[src/rtl/timer_pkg.sv]
// Shared types, limits and the Mode B preset helper for the mode_timer slice.
package timer_pkg;
  localparam int CNT_W = 6;
  localparam logic [CNT_W-1:0] MAX_SEC = 6'd59;
  localparam logic [CNT_W-1:0] MAX_MIN = 6'd59;

  typedef enum logic [1:0] {IDLE, RUN, PAUSE, DONE} state_t;

  // Countdown preset: TimeControl selects 1..8 whole minutes
  function automatic logic [CNT_W-1:0] preset_min(input logic [2:0] tc);
    return {3'b000, tc} + 6'd1;
  endfunction
endpackage

[src/rtl/mode_timer_if.sv]
// Control/display bundle of mode_timer; the lap input exists only with TIMER_LAP_EN.
interface mode_timer_if;
  import timer_pkg::*;
  logic             resetter;
  logic             ModeSel;
  logic [2:0]       TimeControl;
  logic             tick;
  logic             start_stop;
  logic [CNT_W-1:0] minutes;
  logic [CNT_W-1:0] seconds;
  logic             running;
  logic             done;
`ifdef TIMER_LAP_EN
  logic             lap;
  modport master (output resetter, ModeSel, TimeControl, tick, start_stop, lap,
                  input  minutes, seconds, running, done);
  modport slave  (input  resetter, ModeSel, TimeControl, tick, start_stop, lap,
                  output minutes, seconds, running, done);
`else
  modport master (output resetter, ModeSel, TimeControl, tick, start_stop,
                  input  minutes, seconds, running, done);
  modport slave  (input  resetter, ModeSel, TimeControl, tick, start_stop,
                  output minutes, seconds, running, done);
`endif
endinterface

[src/rtl/min_sec_counter.sv]
// Up/down minutes:seconds counter with parallel load, carry/borrow and zero detect.
module min_sec_counter
  import timer_pkg::*;
(
  input  logic             clk,
  input  logic             load,
  input  logic [CNT_W-1:0] load_min,
  input  logic [CNT_W-1:0] load_sec,
  input  logic             en,
  input  logic             up,
  output logic [CNT_W-1:0] cnt_min,
  output logic [CNT_W-1:0] cnt_sec,
  output logic             zero,
  output logic             last
);
  assign zero = (cnt_min == '0) && (cnt_sec == '0);
  assign last = (cnt_min == '0) && (cnt_sec == 6'd1);

  always_ff @(posedge clk) begin
    if (load) begin
      cnt_min <= load_min;
      cnt_sec <= load_sec;
    end else if (en) begin
      if (up) begin
        if (cnt_sec == MAX_SEC) begin
          cnt_sec <= '0;
          cnt_min <= (cnt_min == MAX_MIN) ? '0 : cnt_min + 6'd1;
        end else begin
          cnt_sec <= cnt_sec + 6'd1;
        end
      end else if (!zero) begin
        // Countdown never wraps below 00:00
        if (cnt_sec == '0) begin
          cnt_sec <= MAX_SEC;
          cnt_min <= cnt_min - 6'd1;
        end else begin
          cnt_sec <= cnt_sec - 6'd1;
        end
      end
    end
  end
endmodule

[src/rtl/mode_timer.sv]
// Stopwatch / countdown timer: start_stop edge detect, run FSM and display path.
// Optional lap freeze of the display is built with TIMER_LAP_EN.
module mode_timer
  import timer_pkg::*;
(
  input  logic         clk,
  input  logic         rst,
  mode_timer_if.slave  bus
);
  state_t           state, state_nxt;
  logic             ss_q, pulse, mode_q;
  logic             load, cnt_en, zero, last;
  logic [CNT_W-1:0] load_min, cnt_min, cnt_sec;

  assign load     = rst | bus.resetter;
  assign load_min = bus.ModeSel ? preset_min(bus.TimeControl) : '0;

  // Mode is latched only on a clear so mid-run ModeSel changes are ignored
  always_ff @(posedge clk) begin
    if (rst) begin
      state  <= IDLE;
      ss_q   <= bus.start_stop;  // a held button must not look like a new press
      pulse  <= 1'b0;
      mode_q <= bus.ModeSel;
    end else begin
      state  <= state_nxt;
      ss_q   <= bus.start_stop;
      pulse  <= bus.start_stop & ~ss_q;
      if (bus.resetter) mode_q <= bus.ModeSel;
    end
  end

  always_comb begin
    state_nxt = state;
    cnt_en    = 1'b0;
    if (bus.resetter) begin
      state_nxt = IDLE;
    end else begin
      case (state)
        IDLE:  if (pulse) state_nxt = RUN;
        RUN: begin
          if (pulse) begin
            state_nxt = PAUSE;
          end else if (mode_q && zero) begin
            state_nxt = DONE;
          end else if (bus.tick) begin
            cnt_en = 1'b1;
            if (mode_q && last) state_nxt = DONE;
          end
        end
        PAUSE: if (pulse) state_nxt = RUN;
        DONE:  state_nxt = DONE;
        default: state_nxt = IDLE;
      endcase
    end
  end

  min_sec_counter u_cnt (
    .clk      (clk),
    .load     (load),
    .load_min (load_min),
    .load_sec ('0),
    .en       (cnt_en),
    .up       (~mode_q),
    .cnt_min  (cnt_min),
    .cnt_sec  (cnt_sec),
    .zero     (zero),
    .last     (last)
  );

  assign bus.running = (state == RUN);
  assign bus.done    = (state == DONE);

`ifdef TIMER_LAP_EN
  logic             frozen;
  logic [CNT_W-1:0] lap_min, lap_sec;

  always_ff @(posedge clk) begin
    if (load || !bus.lap) begin
      frozen <= 1'b0;
    end else if (!frozen && state == RUN && !mode_q) begin
      frozen  <= 1'b1;
      lap_min <= cnt_min;
      lap_sec <= cnt_sec;
    end
  end

  assign bus.minutes = frozen ? lap_min : cnt_min;
  assign bus.seconds = frozen ? lap_sec : cnt_sec;
`else
  assign bus.minutes = cnt_min;
  assign bus.seconds = cnt_sec;
`endif
endmodule
[src/flat_wrapper.sv]
// flat-port wrapper written by rule: the top's interface ports become plain ports
module mode_timer_flat import timer_pkg::*;
  (clk, rst, bus_resetter, bus_ModeSel, bus_TimeControl, bus_tick, bus_start_stop, bus_minutes, bus_seconds, bus_running, bus_done);
  mode_timer_if bus_i ();
  input  logic clk;
  input  logic rst;
  input wire logic [$bits(bus_i.resetter)-1:0] bus_resetter;
  input wire logic [$bits(bus_i.ModeSel)-1:0] bus_ModeSel;
  input wire logic [$bits(bus_i.TimeControl)-1:0] bus_TimeControl;
  input wire logic [$bits(bus_i.tick)-1:0] bus_tick;
  input wire logic [$bits(bus_i.start_stop)-1:0] bus_start_stop;
  output wire logic [$bits(bus_i.minutes)-1:0] bus_minutes;
  output wire logic [$bits(bus_i.seconds)-1:0] bus_seconds;
  output wire logic [$bits(bus_i.running)-1:0] bus_running;
  output wire logic [$bits(bus_i.done)-1:0] bus_done;
  assign bus_i.resetter = bus_resetter;
  assign bus_i.ModeSel = bus_ModeSel;
  assign bus_i.TimeControl = bus_TimeControl;
  assign bus_i.tick = bus_tick;
  assign bus_i.start_stop = bus_start_stop;
  assign bus_minutes = bus_i.minutes;
  assign bus_seconds = bus_i.seconds;
  assign bus_running = bus_i.running;
  assign bus_done = bus_i.done;
  mode_timer u_core (.clk(clk), .rst(rst), .bus(bus_i));
endmodule
[config.mk]
export PLATFORM = sky130hd
export DESIGN_NAME = mode_timer_flat
export DESIGN_NICKNAME = d
export VERILOG_FILES = /design/src/rtl/timer_pkg.sv /design/src/rtl/mode_timer_if.sv /design/src/rtl/min_sec_counter.sv /design/src/rtl/mode_timer.sv /design/src/flat_wrapper.sv
export SDC_FILE = /design/constraint.sdc
export NUM_CORES = 1
export LEC_CHECK = 0
export CORE_MARGIN = 4
export CORE_UTILIZATION = 47
export DETAILED_ROUTE_END_ITERATION = 16
export GPL_TIMING_DRIVEN = 0
export PLACE_DENSITY = 0.8
export SETUP_SLACK_MARGIN = 0.5
export SLEW_MARGIN = 20
export SYNTH_ARGS = -nofsm -noshare
export SYNTH_HDL_FRONTEND = slang
export SYNTH_SLANG_ARGS = --single-unit
[constraint.sdc]
create_clock -name clk -period 1.7 [get_ports clk]
set_input_delay 0.34 -clock clk [delete_from_list [all_inputs] [get_ports clk]]
set_output_delay 0.34 -clock clk [all_outputs]
set_load 0.05 [all_outputs]
==> metrics <==
Hold Fails Final Rpt=0; DRC Markers=0; vias in the first global route=1500; gr ovfl total=0; pwr/cell area=around 540 mW/mm^2; unrepaired setup endpoints after global routing=true; CP Data Arrival Time=around 1.8 ns; Area growth syn-to-layout=70.8%; top-count cell post-synth=nor2_1; post-route minimum period=1.73 ns; vias per inst=roughly 6.7; DR iter-0 viols=142; Die Height=60.5 um; largest family of logic cells by synthesized area=simple AND/OR/NAND/NOR gates; setup_tns=-0.154 ns; fmax=579 MHz; wire length on met3=527 um; clk sinks=17; antenna viol nets, final=0; top cells by area, synth=edfxtp_1 (16%), dfxtp_1 (15%), ha_1 (7.7%); Max stage delay on crit path=~0.50 ns; final period utilization=1.02; Buf/Inv on CP=2; Std-Cell Core Area=0.00254 mm^2; hold_buf cts=0; # IOs=23; #FFs+latches synth=17; critical path fanouts, max=8; Top Metal Used=met4; Simple-Gate Fraction of Synth Area=0.245; initial core utilization=0.508; Rows=18; delay-heaviest family, CP=flip-flops; die area=0.00366 mm^2; H-tree depth=1; status=finished, violations left; initial antenna violation count=0; ant diodes=0; sequential fraction of the synthesis area=0.317; R2R setup slack=-0.03 ns; Mapped Cells=152; Compound-Gate Fraction of Synth Area=0.238; layout cells sized above 1=0.551; Worst EP required=1.77 ns; cell accounting for the most synthesized area=edfxtp_1; Crit-path slowest cell=edfxtp_1; Post-synth ARST share=0; CTS tree=built; Final Wtd Congestion=0.893; share of the synthesized area in the top cell type=0.162; Clock Latency Late Sink=0.31 ns; worst slew pin tran=0.378 ns; Mean Syn Cell Area=8.51 um^2; Fin Clk Skew=0.00419 ns; synthesized net count=169; Clock Path Buffers=2; critical-path cell list=inv_2 -> ha_4 -> nand4_1 -> o21a_1 -> buf_6 -> o21ai_4 -> nand2_4; first-pass GRT wire length=7090 um; Max-cap violations=0; fin. max-slew vios=0; CP Launch Type=flip-flop; Synth Cell Area=0.00129 mm^2; post-synthesis adder-cell area fraction=0.0774; failing checks=negative setup slack; crit path kind=reg2reg; Synth warnings=0; Die Span X=60.5 um; Cell variety after synth=46; final worst slack=-0.0279 ns; Routed WL=5270 um; dominant synthesized flop cell=dfxtp_1; DR vias=1627; Root Buffer=clkbuf_4; Rel. slew slack=0.746; fin nets=around 230; Peak VDD IR=about 600 uV; Design Power=~1200 uW; DR pass1 iterations=5; multiplexer share of the synthesized area=0.00870; Tot GR Track Use=0.262; wire per inst=21.6 um; clk slew on worst S/H paths=~0.12 ns; DRT met1 WL=1930 um; Routed met2 length=2490 um; Worst Hold Class=reg2reg; total CTS buffers=3; Setup violations, final=6; I/O Buffers=22; hpwl dp=2410 um; CP endpoint kind=flip-flop; pin count of the biggest net entering global routing=11; top post-synthesis cells by count=nor2_1 (17), a21oi_1 (11), nand3_1 (11), o21ai_0 (11), dfxtp_1 (10); xor/xnor share of the synthesized area=0.0338; Post-synth EDFFs=7; Leakage=~0.00088 uW
-- through the flow --
stage	hold slack (ns)	instance area, um^2	cells	utilization	setup slack (ns)
after CTS	0.399	1980	235	0.779	0.100
final	0.422	2210	244	0.868	-0.0279
after detailed placement	0.381	1610	204	0.633	-0.578
after global placement	0.384	1610	204	0.633	-0.582
after floorplan	0.368	1350	152	-	-0.151
after global routing	0.444	2210	244	0.868	-0.0884
-- report_power, final --
group,leakage [uW],switching [uW],internal [uW]
clock,0.0000177,152,88.0
combinational,0.000699,262,221
sequential,0.000162,29.3,443
-- layout make-up --
| class | count | area, um^2 |
|---|---|---|
| inverters | 8 | 33.8 |
| clock inverters | 1 | 5.00 |
| repair buffers | 58 | 574 |
| well taps | 30 | 37.5 |
| plain buffers | 9 | 97.6 |
| fillers | 134 | 335 |
| flip-flops and latches | 17 | 433 |
| multi-input cells | 118 | 1010 |
| clock buffers | 3 | 22.5 |
-- state kept, by name (all words and copies together), names as in the netlist --
signal and count:
u_core.mode_q 1, u_core.pulse 1, u_core.ss_q 1, u_core.state 2, u_core.u_cnt.cnt_min 6, u_core.u_cnt.cnt_sec 6
-- per-layer routing --
layer  vias to the layer above  global-route usage
met1                       751               0.308
met5                         -                   0
met4                         0               0.127
met2                       136               0.457
li1                        691                   -
met3                        49              0.0489
-- logic make-up after synthesis --
kind of cell / count (synthesis)
mux: 1
simple gates: 59
xor+xnor: 5
compound gates: 45
fa+ha+maj: 8
flops: 17
buf+inv: 17
-- path summary, 6_finish.rpt --
path | endpoint | depth (start not counted) | start
worst max-delay path | u_core.u_cnt.cnt_min[3]$_DFFE_PP_ | 7 | u_core.u_cnt.cnt_min[0]$_DFFE_PP_
worst min-delay path | u_core.pulse$_SDFF_PP0_ | 1 | u_core.ss_q$_DFF_P_
worst max register to register | u_core.u_cnt.cnt_min[3]$_DFFE_PP_ | 7 | u_core.u_cnt.cnt_min[0]$_DFFE_PP_
worst min register to register | u_core.pulse$_SDFF_PP0_ | 1 | u_core.ss_q$_DFF_P_
-- what timing repair did --
item                                    in CTS  in global routing
gates resized for setup                    134                 42
endpoints found under the setup margin      35                 33
pin swaps                                   18                 15
buffers inserted                            27                  9
-- placed cells by master, fill, tap and decap left out, types with 3 or more instances in the layout --
cell type	instances
nor2_4	3
o21ai_0	6
a211oi_1	4
buf_4	28
dfxtp_4	5
a21oi_1	10
inv_2	4
dfxtp_2	3
buf_8	10
clkdlybuf4s50_1	7
nor2_2	5
ha_1	3
ha_4	5
nor2_1	9
nand4_1	6
buf_6	19
nand2_1	3
o21ai_1	4
inv_1	3
xor2_1	3
nand2_2	3
clkbuf_4	3
edfxtp_1	7
nand3_1	9
(Power assumes the default switching activity.)
